File: src/rtl/fp_mul_seq.sv
// fp_mul_seq: multi-cycle IEEE-754 single-precision multiplier.
// The significands are multiplied with a shift-add loop, then the product
// is normalised, rounded to nearest-even, range-checked and packed.
// The start/done handshake matches the team's Newton-Raphson divider.
// Define FP_MUL_RADIX4_EN to retire two multiplier bits per cycle
// (12 MUL cycles instead of 24); results and flags are identical.
// Handshake: start is sampled only while idle (busy=0). busy rises at the
// accepting edge and falls at the edge that raises done. done is a one-cycle
// strobe. R and flags hold their value until the next done.
module fp_mul_seq #(
    parameter int EXP_BIAS = 127,
    parameter int MANT_W   = 23
) (
    input  logic        clk,
    input  logic        reset,
    input  logic        start,
    input  logic [31:0] A,
    input  logic [31:0] B,
    output logic        busy,
    output logic        done,
    output logic [31:0] R,
    output logic [3:0]  flags
);
    localparam int SIG_W = MANT_W + 1;
    localparam int P_W   = 2 * SIG_W;
`ifdef FP_MUL_RADIX4_EN
    localparam logic [4:0] LAST_CNT = 5'(SIG_W / 2 - 1);
`else
    localparam logic [4:0] LAST_CNT = 5'(SIG_W - 1);
`endif

    typedef enum logic [1:0] {IDLE, MUL, RND, OUT} state_t;
    state_t state, state_next;

    logic [P_W-1:0]     acc;
    logic [SIG_W-1:0]   mcand;
    logic [SIG_W-1:0]   mplier;
    logic [4:0]         cnt;
    logic               sign_q;
    logic signed [9:0]  exp_base;
    logic [31:0]        spec_r_q;
    logic [3:0]         spec_f_q;
`ifdef FP_MUL_RADIX4_EN
    logic [SIG_W+1:0]   mcand3;
`endif

    // Operand decode of the live inputs; only used at the accepting edge.
    logic [7:0]  ea, eb;
    logic        a_nan, b_nan, a_inf, b_inf, a_zero, b_zero, sign_in;
    logic        special;
    logic [31:0] spec_r;
    logic [3:0]  spec_f;

    // Classify operands and form the special-case result.
    always_comb begin
        ea      = A[30:23];
        eb      = B[30:23];
        sign_in = A[31] ^ B[31];
        a_nan   = (ea == 8'hFF) && (A[MANT_W-1:0] != '0);
        b_nan   = (eb == 8'hFF) && (B[MANT_W-1:0] != '0);
        a_inf   = (ea == 8'hFF) && (A[MANT_W-1:0] == '0);
        b_inf   = (eb == 8'hFF) && (B[MANT_W-1:0] == '0);
        a_zero  = (ea == 8'h00);
        b_zero  = (eb == 8'h00);
        special = a_nan | b_nan | a_inf | b_inf | a_zero | b_zero;
        spec_r  = {sign_in, 31'd0};
        spec_f  = 4'b0000;
        if (a_nan || b_nan || (a_inf && b_zero) || (b_inf && a_zero)) begin
            spec_r = 32'h7FC0_0000;
            spec_f = 4'b1000;
        end else if (a_inf || b_inf) begin
            spec_r = {sign_in, 8'hFF, 23'd0};
        end
    end

    // Partial product added into the accumulator on each MUL cycle.
    logic [P_W-1:0] addend;
    always_comb begin
        addend = '0;
`ifdef FP_MUL_RADIX4_EN
        case (mplier[1:0])
            2'd1:    addend = {{(P_W-SIG_W-2){1'b0}}, 2'b00, mcand} << {cnt, 1'b0};
            2'd2:    addend = {{(P_W-SIG_W-2){1'b0}}, 1'b0, mcand, 1'b0} << {cnt, 1'b0};
            2'd3:    addend = {{(P_W-SIG_W-2){1'b0}}, mcand3} << {cnt, 1'b0};
            default: addend = '0;
        endcase
`else
        if (mplier[0]) addend = {{(P_W-SIG_W){1'b0}}, mcand} << cnt;
`endif
    end

    // Normalise, round to nearest-even and range-check the finished product.
    logic               norm, guard, sticky, inc, carry;
    logic [MANT_W-1:0]  mant_pre, mant_rnd;
    logic signed [9:0]  exp1, exp2;
    logic [31:0]        rnd_r;
    logic [3:0]         rnd_f;
    always_comb begin
        norm     = acc[P_W-1];
        mant_pre = norm ? acc[P_W-2 -: MANT_W] : acc[P_W-3 -: MANT_W];
        guard    = norm ? acc[SIG_W-1] : acc[SIG_W-2];
        sticky   = norm ? (|acc[SIG_W-2:0]) : (|acc[SIG_W-3:0]);
        inc      = guard & (sticky | mant_pre[0]);
        {carry, mant_rnd} = {1'b0, mant_pre} + {{MANT_W{1'b0}}, inc};
        exp1     = exp_base + (norm ? 10'sd1 : 10'sd0);
        exp2     = exp1 + (carry ? 10'sd1 : 10'sd0);
        rnd_r    = {sign_q, exp2[7:0], mant_rnd};
        rnd_f    = {3'b000, guard | sticky};
        if (exp2 >= 10'sd255) begin
            rnd_r = {sign_q, 8'hFF, 23'd0};
            rnd_f = 4'b0101;
        end else if (exp2 <= 10'sd0) begin
            rnd_r = {sign_q, 31'd0};
            rnd_f = 4'b0011;
        end
    end

    // State register.
    always_ff @(posedge clk) begin
        if (reset) state <= IDLE;
        else       state <= state_next;
    end

    // Next-state logic.
    always_comb begin
        state_next = state;
        case (state)
            IDLE:    if (start) state_next = special ? OUT : MUL;
            MUL:     if (cnt == LAST_CNT) state_next = RND;
            RND:     state_next = IDLE;
            OUT:     state_next = IDLE;
            default: state_next = IDLE;
        endcase
    end

    assign busy = (state != IDLE);

    // Datapath: operand capture, shift-add loop and result registers.
    always_ff @(posedge clk) begin
        if (reset) begin
            acc      <= '0;
            mcand    <= '0;
            mplier   <= '0;
            cnt      <= '0;
            sign_q   <= 1'b0;
            exp_base <= '0;
            spec_r_q <= '0;
            spec_f_q <= '0;
`ifdef FP_MUL_RADIX4_EN
            mcand3   <= '0;
`endif
            done     <= 1'b0;
            R        <= '0;
            flags    <= '0;
        end else begin
            done <= 1'b0;
            case (state)
                IDLE: if (start) begin
                    acc      <= '0;
                    mcand    <= {1'b1, A[MANT_W-1:0]};
                    mplier   <= {1'b1, B[MANT_W-1:0]};
                    cnt      <= '0;
                    sign_q   <= sign_in;
                    exp_base <= 10'({2'b00, ea}) + 10'({2'b00, eb}) - 10'(EXP_BIAS);
                    spec_r_q <= spec_r;
                    spec_f_q <= spec_f;
`ifdef FP_MUL_RADIX4_EN
                    mcand3   <= {2'b01, A[MANT_W-1:0]} + {1'b1, A[MANT_W-1:0], 1'b0};
`endif
                end
                MUL: begin
                    acc <= acc + addend;
`ifdef FP_MUL_RADIX4_EN
                    mplier <= mplier >> 2;
`else
                    mplier <= mplier >> 1;
`endif
                    cnt <= cnt + 5'd1;
                end
                RND: begin
                    R     <= rnd_r;
                    flags <= rnd_f;
                    done  <= 1'b1;
                end
                OUT: begin
                    R     <= spec_r_q;
                    flags <= spec_f_q;
                    done  <= 1'b1;
                end
                default: ;
            endcase
        end
    end
endmodule
File: config.mk
export PLATFORM = sky130hd
export DESIGN_NAME = fp_mul_seq
export DESIGN_NICKNAME = d
export VERILOG_FILES = /design/src/rtl/fp_mul_seq.sv
export SDC_FILE = /design/constraint.sdc
export NUM_CORES = 1
export LEC_CHECK = 0
export CORE_ASPECT_RATIO = 1.2
export CORE_UTILIZATION = 45
export CTS_CLUSTER_SIZE = 12
export DETAILED_ROUTE_END_ITERATION = 8
export DONT_BUFFER_PORTS = 1
export PLACE_DENSITY = 0.61
export SLEW_MARGIN = 15
export SYNTH_ARGS = -nofsm -noshare
export SYNTH_HDL_FRONTEND = slang
export SYNTH_SLANG_ARGS = --single-unit
File: constraint.sdc
create_clock -name clk -period 4.9 [get_ports clk]
set_input_delay 0.98 -clock clk [delete_from_list [all_inputs] [get_ports clk]]
set_output_delay 0.98 -clock clk [all_outputs]
set_load 0.03 [all_outputs]
==> qor.tcl, run 1 <==
set qor(placeableCoreArea_mm2) 0.0249
set qor(run_status) {completed}
set qor(setup_viol) 0
set qor(fmax_mhz) 231
set qor(dp.final_hpwl_um) 24100
set qor(crit_fanout) 33
set qor(cp_data_arrival_time_ns) 4.68
set qor(drive_gt1_share_pct) 8.36
set qor(vdd_drop_max_mv) 0.241
set qor(n_fill_cell) 2502
set qor(ys_seq_elements) 154
set qor(critical_path_class) {reg2reg}
set qor(number_of_buffers_created_by_cts) 17
set qor(timing.critical_path.required_ns) 5.25
set qor(rows) 63
set qor(grt_start_max_net_pins) 111
set qor(die_area_mm2) 0.0262
set qor(drv_cap) 0
set qor(min_period_ns) 4.33
set qor(drt_drc_violations_left) 0
set qor(layout.nets) 1582
set qor(cts_root_buf) {sky130_fd_sc_hd__clkbuf_16}
set qor(grt_setup_unrepaired) {no}
set qor(asyncSetResetFlopFracSynth_pct) 0
set qor(diodes) 0
set qor(final_hold_viol_count) 0
set qor(setup-tns-final_ns) 0
set qor(mappedNetlistNets) 1635
set qor(grt_first_pass_wirelength_um) 52500
set qor(dieWidth_um) 148
set qor(cts_num_sinks) 154
set qor(die_height_um) 177
set qor(synthesis.yosys.warnings) 0
set qor(overflow) 0
set qor(finalWirelength_um) 32200
set qor(drt_first_iter_violations) 688
set qor(floorplan.initialDensity_pct) 46.1
set qor(synth.top_cell.area_share_pct) 26.8
set qor(first_global_vias) 10400
set qor(synth_area_per_cell_um2) 7.66
set qor(buffer_ports.inserted) 0
set qor(clk_pin_slew_worst_paths_ns) 0.07
set qor(ys_types) 85
set qor(routed-via-count) 10800
set qor(cts-root-to-sink-buffers) 2
set qor(hold_path.class) {reg2reg}
set qor(synth_most_common_cell) {sky130_fd_sc_hd__nand2_1}
set qor(power_density_mw_per_mm2) 272
set qor(type_of_destination_of_the_critical_path) {register}
set qor(tritoncts) {done}
set qor(synthToLayoutAreaGrowth_pct) 7.46
set qor(grt_use_total_pct) 25.1
set qor(post_synth_most_frequent_cells) {sky130_fd_sc_hd__nand2_1, sky130_fd_sc_hd__nor2_1, sky130_fd_sc_hd__dfxtp_1}
set qor(routed_wire_length_per_instance_um) 18.1
set qor(globalplace.congestion) 0.971
set qor(clock-skew-final_ns) 0.00858
set qor(timing_worst_slew_pin_value_ns) 1.07
set qor(cts_resized) 0
set qor(syn-cell-area_mm2) 0.0115
set qor(final.hold.worst_slack_ns) 0.476
set qor(final_ant_viol_nets) 0
set qor(ioPinCount) 105
set qor(regToRegSetupSlack_ns) 0.57
set qor(final_max_slew_viols) 0
set qor(post_synthesis_cell_type_with_the_largest_combined_area) {sky130_fd_sc_hd__dfxtp_1}
set qor(max-slew-margin-rel_pct) 28.9
set qor(cts-htree-levels) 4
set qor(detailedRoute.firstPassIterationCount) 8
set qor(synth_enable_flop_cells) 0
set qor(ctsHoldBuffers) 0
set qor(commonest_register_cell_after_synthesis) {sky130_fd_sc_hd__dfxtp_1}
set qor(syn-instance-count) 1500
set qor(synth-seq-area-share_pct) 26.8
set qor(leakage_nw) 4.71
set qor(clk_latency_ns) 0.43
set qor(vias_per_cell) 6.07
set qor(antenna_found_initial) 0
set qor(synthTopCellsByArea) {sky130_fd_sc_hd__dfxtp_1, sky130_fd_sc_hd__nand2_1, sky130_fd_sc_hd__ha_1}
set qor(post-cts-setup-buffers) 0
set qor(finalCritPeriodShare_pct) 88.3
set qor(cp-start-kind) {register}
[state kept, by name, indices dropped and copies added, names as in the netlist]
| register | count |
|---|---|
| R | 32 |
| cnt | 5 |
| sign_q | 1 |
| exp_base | 10 |
| spec_r_q | 3 |
| mcand | 24 |
| acc | 48 |
| flags | 4 |
| state | 2 |
| done | 1 |
| mplier | 24 |
[routing by layer]
layer | vias to the layer above | global-route usage [%] | share of wire (%)
li1 | 5374 | - | -
met1 | 5069 | 30.8 | 44
met2 | 327 | 43.2 | 48
met3 | 60 | 4.51 | 5.3
met4 | 0 | 10.0 | 3.0
met5 | - | 0 | 0
[critical path, stage by stage (launching register included)]
cell and delay (ns):
sky130_fd_sc_hd__dfxtp_1 0.39, sky130_fd_sc_hd__buf_12 0.23, sky130_fd_sc_hd__mux4_2 0.56, sky130_fd_sc_hd__a21oi_1 0.36, sky130_fd_sc_hd__mux2_2 0.26, sky130_fd_sc_hd__nor2_1 0.09, sky130_fd_sc_hd__ha_1 0.38, sky130_fd_sc_hd__a21oi_1 0.20
sky130_fd_sc_hd__o21ai_0 0.14, sky130_fd_sc_hd__a31oi_1 0.26, sky130_fd_sc_hd__a311oi_1 0.15, sky130_fd_sc_hd__o31ai_2 0.38, sky130_fd_sc_hd__a21oi_1 0.14, sky130_fd_sc_hd__or3_1 0.37, sky130_fd_sc_hd__and2_1 0.17, sky130_fd_sc_hd__o211ai_1 0.16
[cell families after synthesis]
kind of cell | synth area share [%]
XOR/XNOR | 4.73
AO/OA/AOI/OAI | 25.0
AND/OR/NAND/NOR | 24.0
multiplexers | 6.67
adder cells (fa/ha/maj) | 7.60
flip-flops | 26.8
buffers and inverters | 5.16
[metrics by stage]
step | utilization (%) | worst slack [ns] | instances | instance area (µm²) | total power, mW
floorplan | - | 0.956 | 1500 | 11500 | 1.76
global placement | 46.9 | 0.618 | 1753 | 11700 | 1.86
detailed placement | 46.9 | 0.639 | 1753 | 11700 | 1.86
CTS | 49.5 | 0.609 | 1785 | 12300 | 3.39
global route | 49.6 | 0.320 | 1785 | 12300 | 3.50
finish | 49.6 | 0.573 | 1785 | 12300 | 3.36
[final timing paths]
kind	start	to	depth (start not counted)
setup / recovery	cnt[0]$_SDFFE_PP0P_	acc[47]$_SDFFE_PP0P_	15
hold / removal	mplier[7]$_SDFFE_PP0P_	mplier[6]$_SDFFE_PP0P_	2
setup reg to reg	cnt[0]$_SDFFE_PP0P_	acc[47]$_SDFFE_PP0P_	15
hold reg to reg	mplier[7]$_SDFFE_PP0P_	mplier[6]$_SDFFE_PP0P_	2
[power breakdown]
group,internal (mW),total (mW),switching [mW]
Combinational,0.180,0.461,0.281
Clock,0.933,1.52,0.589
Sequential,1.31,1.37,0.0653
Total,2.42,3.36,0.935
[layout by cell type (no fill, tap or decap), types with 18 or more instances in the layout]
cell type                    n
sky130_fd_sc_hd__a21o_1     27
sky130_fd_sc_hd__xnor2_1    39
sky130_fd_sc_hd__o21ai_0    60
sky130_fd_sc_hd__nor2_1    158
sky130_fd_sc_hd__ha_1       65
sky130_fd_sc_hd__a21oi_1   128
sky130_fd_sc_hd__nor4_1     22
sky130_fd_sc_hd__nand4_1    34
sky130_fd_sc_hd__nand3_1    37
sky130_fd_sc_hd__a311oi_1   30
sky130_fd_sc_hd__mux2i_1    27
sky130_fd_sc_hd__inv_1      37
sky130_fd_sc_hd__dfxtp_1   153
sky130_fd_sc_hd__a22oi_1    24
sky130_fd_sc_hd__nand2_1   241
sky130_fd_sc_hd__buf_4      22
sky130_fd_sc_hd__xor2_1     23
sky130_fd_sc_hd__a211oi_1   22
sky130_fd_sc_hd__nor3_1     18
[layout make-up]
class                      count  area [µm²]  share of cell area [%]
tap                          325         407                    3.29
clock buffer                  18         439                    3.56
multi-input combinational   1211        7830                    63.4
inverter                      39         146                    1.19
sequential                   154        3080                    25.0
clock inverter                14         231                    1.88
timing repair buffer          24         205                    1.66
No activity file was read; power rests on OpenSTA's default activity.
==> inputs of run 2 (changes only) <==
--- a/config.mk
+++ b/config.mk
@@ -10,6 +10,7 @@
 export CTS_CLUSTER_SIZE = 12
 export DETAILED_ROUTE_END_ITERATION = 8
 export DONT_BUFFER_PORTS = 1
+export HOLD_SLACK_MARGIN = 0.15
 export PLACE_DENSITY = 0.61
 export SLEW_MARGIN = 15
 export SYNTH_ARGS = -nofsm -noshare
==> constraint.sdc (replaced) <==
create_clock -name clk -period 5.4 [get_ports clk]
set_input_delay 1.08 -clock clk [delete_from_list [all_inputs] [get_ports clk]]
set_output_delay 1.08 -clock clk [all_outputs]
set_load 0.03 [all_outputs]
==> run 2 against run 1 <==
Worst setup slack better by 0.27 ns. Global-route usage fell by 0.12 points. Worst hold slack got worse by 0.0045 ns. Clock power decreased by 21%. Cell count fell by 0.34%. Clock skew up 0.0045 ns. Utilization is 0.66 points lower. Cell area is 1.3% lower. First-iteration DRC count shrank 16%. Register-to-register slack better by 0.27 ns. Critical endpoint is now acc[45]$_SDFFE_PP0P_.
==> qor.tcl, run 2 (same netlist as run 1, synthesis figures left out) <==
set qor(run_status) {completed} ;# unchanged
set qor(timing_worst_slew_pin_value_ns) 1.10 ;# was 1.07 ns
set qor(clock_power_share_pct) 41.9 ;# was 45.3%
set qor(regToRegEndpoint) {acc[45]$_SDFFE_PP0P_} ;# was acc[47]$_SDFFE_PP0P_
set qor(placedInstanceArea_mm2) 0.0116 ;# was 0.0117 mm²
set qor(grt_first_pass_wirelength_um) 51800 ;# was 52500 µm
set qor(first_global_vias) 10300 ;# was 10400
set qor(floorplan.initialDensity_pct) 46.1 ;# unchanged
set qor(synthToLayoutAreaGrowth_pct) 6.03 ;# was 7.46%
set qor(crit_fanout) 34 ;# was 33
set qor(critPathSlowestCell) {sky130_fd_sc_hd__mux4_2} ;# unchanged
set qor(largest_register_ffs) 48 ;# unchanged
set qor(post-cts-setup-buffers) 0 ;# unchanged
set qor(ioPinCount) 105 ;# unchanged
set qor(tritoncts) {done} ;# unchanged
set qor(drive_gt1_share_pct) 7.84 ;# was 8.36%
set qor(clk_pin_slew_worst_paths_ns) 0.06 ;# was 0.07 ns
set qor(leakage_nw) 4.63 ;# was 4.71 nW
set qor(final_ant_viol_nets) 0 ;# unchanged
set qor(detailedRoute.firstPassIterationCount) 7 ;# was 8
set qor(cts_root_buf) {sky130_fd_sc_hd__clkbuf_16} ;# unchanged
set qor(n_fill_cell) 2546 ;# was 2502
set qor(critical_path_class) {reg2reg} ;# unchanged
set qor(cts_num_sinks) 154 ;# unchanged
set qor(setup.worst_path.start) {cnt[0]$_SDFFE_PP0P_} ;# unchanged
set qor(cp_data_arrival_time_ns) 4.84 ;# was 4.68 ns
set qor(hold_path.class) {reg2reg} ;# unchanged
set qor(type_of_destination_of_the_critical_path) {register} ;# unchanged
set qor(cts_resized) 0 ;# unchanged
set qor(layout.cells.most_common_list) {sky130_fd_sc_hd__nand2_1, sky130_fd_sc_hd__nor2_1, sky130_fd_sc_hd__dfxtp_1} ;# unchanged
set qor(cts-root-to-sink-buffers) 2 ;# unchanged
set qor(rows) 63 ;# unchanged
set qor(diodes) 0 ;# unchanged
set qor(finalCritPeriodShare_pct) 84.5 ;# was 88.3%
set qor(drt_drc_violations_left) 0 ;# unchanged
set qor(seqPwrFrac_pct) 43.7 ;# was 41.0%
set qor(p_int_mw) 2.02 ;# was 2.42 mW
set qor(cp_endpoint) {acc[45]$_SDFFE_PP0P_} ;# was acc[47]$_SDFFE_PP0P_
set qor(buffer_ports.inserted) 0 ;# unchanged
set qor(vias_per_cell) 6.05 ;# was 6.07
set qor(globalplace.congestion) 0.951 ;# was 0.971
set qor(cts-htree-levels) 4 ;# unchanged
set qor(min_period_ns) 4.56 ;# was 4.33 ns
set qor(grt_start_max_net_pins) 111 ;# unchanged
set qor(switching_share_pct) 29.2 ;# was 27.9%
set qor(finish.cell_count_without_fillers) 1779 ;# was 1785
set qor(final_hold_viol_count) 0 ;# unchanged
set qor(setup_viol) 0 ;# unchanged
set qor(final_max_slew_viols) 0 ;# unchanged
set qor(drv_cap) 0 ;# unchanged
set qor(vdd_drop_max_mv) 0.217 ;# was 0.241 mV
set qor(r2r-start) {cnt[0]$_SDFFE_PP0P_} ;# unchanged
set qor(ctsHoldBuffers) 0 ;# unchanged
set qor(finalWirelength_um) 32200 ;# about the same
set qor(setup-tns-final_ns) 0 ;# unchanged
set qor(routed_wire_length_per_instance_um) 18.1 ;# about the same
set qor(die_area_mm2) 0.0262 ;# unchanged
set qor(fmax_mhz) 219 ;# was 231 MHz
set qor(regToRegSetupSlack_ns) 0.84 ;# was 0.57 ns
set qor(place_inst) 1747 ;# was 1753
set qor(dieWidth_um) 148 ;# unchanged
set qor(grt_use_total_pct) 25.0 ;# was 25.1%
set qor(clk_latency_ns) 0.44 ;# was 0.43 ns
set qor(antenna_found_initial) 0 ;# unchanged
set qor(cp-start-kind) {register} ;# unchanged
set qor(crit_path_max_incr_delay_ns) 0.58 ;# was 0.56 ns
set qor(top_register) {acc} ;# unchanged
set qor(grt_setup_unrepaired) {no} ;# unchanged
set qor(max-slew-margin-rel_pct) 26.6 ;# was 28.9%
set qor(r2r.worst_path.cells) 16 ;# was 15
set qor(placeableCoreArea_mm2) 0.0249 ;# unchanged
set qor(power_density_mw_per_mm2) 235 ;# was 272 mW/mm²
set qor(dp.final_hpwl_um) 24100 ;# about the same
set qor(p_comb_share_pct) 14.4 ;# was 13.7%
set qor(largestRegisters) {acc x48, R x32} ;# unchanged
set qor(finalInstanceArea_mm2) 0.0122 ;# was 0.0123 mm²
set qor(final.hold.worst_slack_ns) 0.471 ;# was 0.476 ns
set qor(timing.critical_path.required_ns) 5.68 ;# was 5.25 ns
set qor(die_height_um) 177 ;# unchanged
set qor(clock-skew-final_ns) 0.0130 ;# was 0.00858 ns
set qor(drt_first_iter_violations) 577 ;# was 688
set qor(critical_path.cell_chain) {buf_4 -> mux4_2 -> nand2_1 -> nand2_1 -> o21ai_0 -> o22ai_1 -> ha_1 -> a21oi_1 -> o21ai_0 -> a221oi_1 -> o21ai_2 -> a21oi_2 -> o41ai_2 -> a31oi_1 -> xor2_1 -> o21ai_1} ;# was buf_12 -> mux4_2 -> a21oi_1 -> mux2_2 -> nor2_1 -> ha_1 -> a21oi_1 -> o21ai_0 -> a31oi_1 -> a311oi_1 -> o31ai_2 -> a21oi_1 -> or3_1 -> and2_1 -> o211ai_1
set qor(number_of_buffers_created_by_cts) 17 ;# unchanged
set qor(most_common_cell_after_layout_fill_and_taps_aside) {sky130_fd_sc_hd__nand2_1} ;# unchanged
set qor(routed-via-count) 10800 ;# about the same
set qor(layout.nets) 1576 ;# was 1582
set qor(net-switching-power_mw) 0.833 ;# was 0.935 mW
set qor(overflow) 0 ;# unchanged
run 2: cell count changes in the layout (fill, tap and decap cells not counted), sizes merged:
| cell | previous run | this run |
|---|---|---|
| clkinv | 5 | 6 |
| inv | 43 | 42 |
| clkbuf | 18 | 21 |
| buf | 24 | 18 |
| clkinvlp | 0 | 1 |
| bufinv | 5 | 1 |
run 2: per-stage QoR:
step                utilization (%)  total power, mW  setup slack (ns)
finish                         48.9             2.86             0.838
global route                   48.9             2.98             0.465
CTS                            48.9             2.88             0.874
detailed placement             46.6             1.68             0.899
global placement               46.6             1.68             0.931
floorplan                         -             1.59              1.46
run 2: worst max-delay path: cells and delay by family, from the launching register on:
family	cells	cell delay, ns
compound gates	10	2.39
xor+xnor	1	0.16
buf+inv	1	0.38
fa+ha+maj	1	0.41
simple gates	2	0.16
mux	1	0.58
flops	1	0.31
run 2: final cells by class:
type                       count  area [µm²]  area share (%)
inverter                      39         146            1.20
multi-input combinational   1211        7830            64.3
clock inverter                11         109           0.894
clock buffer                  21         470            3.86
timing repair buffer          18         135            1.11
tap                          325         407            3.34
sequential                   154        3080            25.3
run 2: power by group through the flow:
| stage | combinational (mW) | clock [mW] | sequential, mW |
|---|---|---|---|
| detailed placement | 0.411 | 0 | 1.27 |
| finish | 0.412 | 1.20 | 1.25 |
| global route | 0.459 | 1.26 | 1.25 |
| CTS | 0.413 | 1.22 | 1.25 |
| global placement | 0.409 | 0 | 1.27 |
| floorplan | 0.342 | 0 | 1.25 |
run 2: how the worst min path moves through the flow:
stage	to	start	cells past startpoint
2_1_floorplan	mcand[2]$_SDFFE_PP0P_	mcand[2]$_SDFFE_PP0P_	2
3_3_place_gp	mplier[6]$_SDFFE_PP0P_	mplier[7]$_SDFFE_PP0P_	2
3_5_place_dp	mplier[0]$_SDFFE_PP0P_	mplier[1]$_SDFFE_PP0P_	2
4_1_cts	mplier[0]$_SDFFE_PP0P_	mplier[1]$_SDFFE_PP0P_	2
5_1_grt	mplier[15]$_SDFFE_PP0P_	mplier[16]$_SDFFE_PP0P_	2
6_report	mplier[2]$_SDFFE_PP0P_	mplier[3]$_SDFFE_PP0P_	2
run 2: per-layer routing:
metal | wire length [µm] | global-route usage (%) | share of wire, %
met5 | 0 | 0 | 0
met4 | 966 | 10.4 | 3.0
met3 | 1910 | 5.39 | 5.9
met2 | 15200 | 42.7 | 47
met1 | 14100 | 30.1 | 44
==> inputs of run 3 (changes only) <==
--- a/config.mk
+++ b/config.mk
@@ -11,7 +11,7 @@
 export DETAILED_ROUTE_END_ITERATION = 8
 export DONT_BUFFER_PORTS = 1
 export HOLD_SLACK_MARGIN = 0.15
-export PLACE_DENSITY = 0.61
+export PLACE_DENSITY = 0.63
 export SLEW_MARGIN = 15
 export SYNTH_ARGS = -nofsm -noshare
 export SYNTH_HDL_FRONTEND = slang
==> constraint.sdc (replaced) <==
create_clock -name clk -period 3.8 [get_ports clk]
set_input_delay 0.76 -clock clk [delete_from_list [all_inputs] [get_ports clk]]
set_output_delay 0.76 -clock clk [all_outputs]
set_load 0.03 [all_outputs]
==> run 3 against run 2 <==
The run now ends with negative setup slack left. Worst hold slack worse by 0.097 ns. First-iteration DRC count up 6.4%. Count of clock-buffer cells in the layout decreased by 3. Cell area increased by 24%. Non-clock buffer count rose by 271. Via count increased by 12%. Critical path depth grew 5.
==> qor.tcl, run 3 (same netlist as run 1, synthesis figures left out) <==
set qor(die_height_um) 177 ;# unchanged
set qor(most_common_cell_after_layout_fill_and_taps_aside) {sky130_fd_sc_hd__buf_4} ;# was sky130_fd_sc_hd__nand2_1
set qor(n_fill_cell) 2249 ;# was 2546
set qor(min_period_ns) 3.94 ;# was 4.56 ns
set qor(number_of_buffers_created_by_cts) 17 ;# unchanged
set qor(largest_register_ffs) 48 ;# unchanged
set qor(ioPinCount) 105 ;# unchanged
set qor(rows) 63 ;# unchanged
set qor(routed-via-count) 12000 ;# was 10800
set qor(grt_use_total_pct) 27.5 ;# was 25.0%
set qor(hold_path.class) {in2reg} ;# was reg2reg
set qor(finalCritPeriodShare_pct) 104 ;# was 84.5%
set qor(max-slew-margin-rel_pct) 23.9 ;# was 26.6%
set qor(first_global_vias) 11600 ;# was 10300
set qor(layout_setup_ws_ns) -0.142 ;# was 0.838 ns
set qor(placeableCoreArea_mm2) 0.0249 ;# unchanged
set qor(min_path_cells) 1 ;# was 2
set qor(clock-skew-final_ns) 0.0116 ;# was 0.0130 ns
set qor(timing_worst_slew_pin_value_ns) 1.14 ;# was 1.10 ns
set qor(type_of_destination_of_the_critical_path) {register} ;# unchanged
set qor(cts_num_sinks) 154 ;# unchanged
set qor(run_status) {complete, but fails checks} ;# was completed
set qor(drv_cap) 0 ;# unchanged
set qor(cts-htree-levels) 4 ;# unchanged
set qor(synthToLayoutAreaGrowth_pct) 32.0 ;# was 6.03%
set qor(cts-root-to-sink-buffers) 2 ;# unchanged
set qor(final_hold_viol_count) 0 ;# unchanged
set qor(grt_first_pass_wirelength_um) 57000 ;# was 51800 µm
set qor(vdd_drop_max_mv) 0.316 ;# was 0.217 mV
set qor(layout.nets) 1849 ;# was 1576
set qor(cp-start-kind) {register} ;# unchanged
set qor(finish.cell_count_without_fillers) 2053 ;# was 1779
set qor(place_inst) 1990 ;# was 1747
set qor(routed-wl-met2_um) 18400 ;# was 15200 µm
set qor(clk_pin_slew_worst_paths_ns) 0.07 ;# was 0.06 ns
set qor(antenna_found_initial) 1 ;# was 0
set qor(pre_cts_slack_ns) -0.297 ;# was 0.899 ns
set qor(grt_start_max_net_pins) 111 ;# unchanged
set qor(buffer_ports.inserted) 0 ;# unchanged
set qor(finalWirelength_um) 36600 ;# was 32200 µm
set qor(setup_viol) 12 ;# was 0
set qor(tritoncts) {done} ;# unchanged
set qor(dp.final_hpwl_um) 26500 ;# was 24100 µm
set qor(postLayoutCoreUtil_pct) 60.9 ;# was 48.9%
set qor(top_register) {acc} ;# unchanged
set qor(crit_fanout) 10 ;# was 34
set qor(totalPowerFinal_mw) 4.32 ;# was 2.86 mW
set qor(drt_drc_violations_left) 0 ;# unchanged
set qor(cp_data_arrival_time_ns) 4.33 ;# was 4.84 ns
set qor(floorplan.initialDensity_pct) 46.1 ;# unchanged
set qor(routed_wire_length_per_instance_um) 17.8 ;# was 18.1 µm
set qor(leakage_nw) 6.17 ;# was 4.63 nW
set qor(overflow) 0 ;# unchanged
set qor(grt_setup_unrepaired) {yes} ;# was no
set qor(final_ant_viol_nets) 0 ;# unchanged
set qor(topRoutingLayerUsed) {met4} ;# unchanged
set qor(critical_path_class) {reg2reg} ;# unchanged
set qor(vias_per_cell) 5.85 ;# was 6.05
set qor(largestRegisters) {acc x48, R x32} ;# unchanged
set qor(failing_checks) {negative setup slack}
set qor(die_area_mm2) 0.0262 ;# unchanged
set qor(power_density_mw_per_mm2) 285 ;# was 235 mW/mm²
set qor(drive_gt1_share_pct) 29.6 ;# was 7.84%
set qor(r2r.worst_path.cells) 21 ;# was 16
set qor(final_max_slew_viols) 0 ;# unchanged
set qor(cts_root_buf) {sky130_fd_sc_hd__clkbuf_16} ;# unchanged
set qor(layout.cells.most_common_list) {sky130_fd_sc_hd__buf_4, sky130_fd_sc_hd__nand2_1, sky130_fd_sc_hd__dfxtp_1} ;# was sky130_fd_sc_hd__nand2_1, sky130_fd_sc_hd__nor2_1, sky130_fd_sc_hd__dfxtp_1
set qor(detailedRoute.firstPassIterationCount) 5 ;# was 7
set qor(globalplace.congestion) 0.927 ;# was 0.951
set qor(clk_latency_ns) 0.45 ;# was 0.44 ns
set qor(dieWidth_um) 148 ;# unchanged
set qor(setup-tns-final_ns) -0.692 ;# was 0 ns
set qor(route.met3.wl_um) 1920 ;# was 1910 µm
set qor(fmax_mhz) 254 ;# was 219 MHz
set qor(drt_first_iter_violations) 614 ;# was 577
set qor(wl_met1_um) 15200 ;# was 14100 µm
set qor(timing.critical_path.required_ns) 4.19 ;# was 5.68 ns
-- run 3: changes by cell type in the layout (fill, tap and decap cells not counted), moves of 7 or more --
cell and change:
sky130_fd_sc_hd__nand2_2 +8, sky130_fd_sc_hd__nand2_1 -8, sky130_fd_sc_hd__ha_4 +9, sky130_fd_sc_hd__nor2_1 -8
sky130_fd_sc_hd__buf_4 +257, sky130_fd_sc_hd__o21ai_1 +12, sky130_fd_sc_hd__o21ai_0 -18, sky130_fd_sc_hd__buf_6 +7
sky130_fd_sc_hd__a21oi_1 -26, sky130_fd_sc_hd__ha_1 -9, sky130_fd_sc_hd__nor2_2 +8, sky130_fd_sc_hd__a21oi_2 +22
sky130_fd_sc_hd__mux2i_1 -11
-- run 3: timing repair --
item	CTS	global route
pin swaps	34	61
hold endpoints to repair	0	0
buffers inserted	14	16
endpoints found under the setup margin	56	58
gates cloned	3	0
hold buffers	0	0
gates resized for setup	85	100
-- run 3: layout make-up --
cell class,count,area (µm²),area share [%]
antenna,1,2.50,0.0165
clock buffer,18,439,2.90
clock inverter,14,135,0.891
inverter,39,149,0.982
multi-input combinational,1213,8640,57.0
sequential,154,3090,20.4
tap,325,407,2.68
timing repair buffer,289,2300,15.1
-- run 3: final timing paths --
check | to | start | slack (ns)
max | acc[42]$_SDFFE_PP0P_ | cnt[0]$_SDFFE_PP0P_ | -0.14
min | spec_r_q[31]$_SDFFE_PP0P_ | reset | 0.37
max reg2reg | acc[42]$_SDFFE_PP0P_ | cnt[0]$_SDFFE_PP0P_ | -0.14
min reg2reg | mplier[2]$_SDFFE_PP0P_ | mplier[3]$_SDFFE_PP0P_ | 0.47
-- run 3: power by group --
part           total [mW]  internal, mW  switching, mW
registers            1.77          1.69         0.0857
clock network        1.71         0.932          0.777
logic               0.833         0.386          0.448
total                4.32          3.01           1.31
-- run 3: critical path: stages, from the launching register on --
cell	delay, ns
sky130_fd_sc_hd__dfxtp_4	0.37
sky130_fd_sc_hd__buf_12	0.14
sky130_fd_sc_hd__buf_4	0.11
sky130_fd_sc_hd__mux4_2	0.53
sky130_fd_sc_hd__mux2i_2	0.25
sky130_fd_sc_hd__nand2_1	0.09
sky130_fd_sc_hd__o21ai_0	0.07
sky130_fd_sc_hd__buf_4	0.15
sky130_fd_sc_hd__o22ai_1	0.10
sky130_fd_sc_hd__ha_1	0.31
sky130_fd_sc_hd__buf_4	0.15
sky130_fd_sc_hd__nand2_1	0.08
sky130_fd_sc_hd__nor2_1	0.09
sky130_fd_sc_hd__nand3_1	0.16
sky130_fd_sc_hd__nor2_2	0.18
sky130_fd_sc_hd__a2bb2oi_2	0.07
sky130_fd_sc_hd__buf_4	0.14
sky130_fd_sc_hd__nand2_2	0.08
sky130_fd_sc_hd__o31ai_2	0.07
sky130_fd_sc_hd__buf_4	0.16
sky130_fd_sc_hd__or4_1	0.49
sky130_fd_sc_hd__nand3_1	0.09
-- run 3: per-layer routing --
layer  GRT usage, %  vias to the layer above
met5              0                        -
met2           49.1                      351
met3           4.79                       69
met1           32.2                     5682
li1               -                     5905
met4           11.8                        0
-- run 3: per-stage QoR --
step | hold WS, ns | area [µm²]
2_1_floorplan | 0.448 | 11500
5_1_grt | 0.357 | 15200
3_5_place_dp | 0.463 | 13500
4_1_cts | 0.369 | 14600
6_report | 0.375 | 15200
3_3_place_gp | 0.455 | 13500
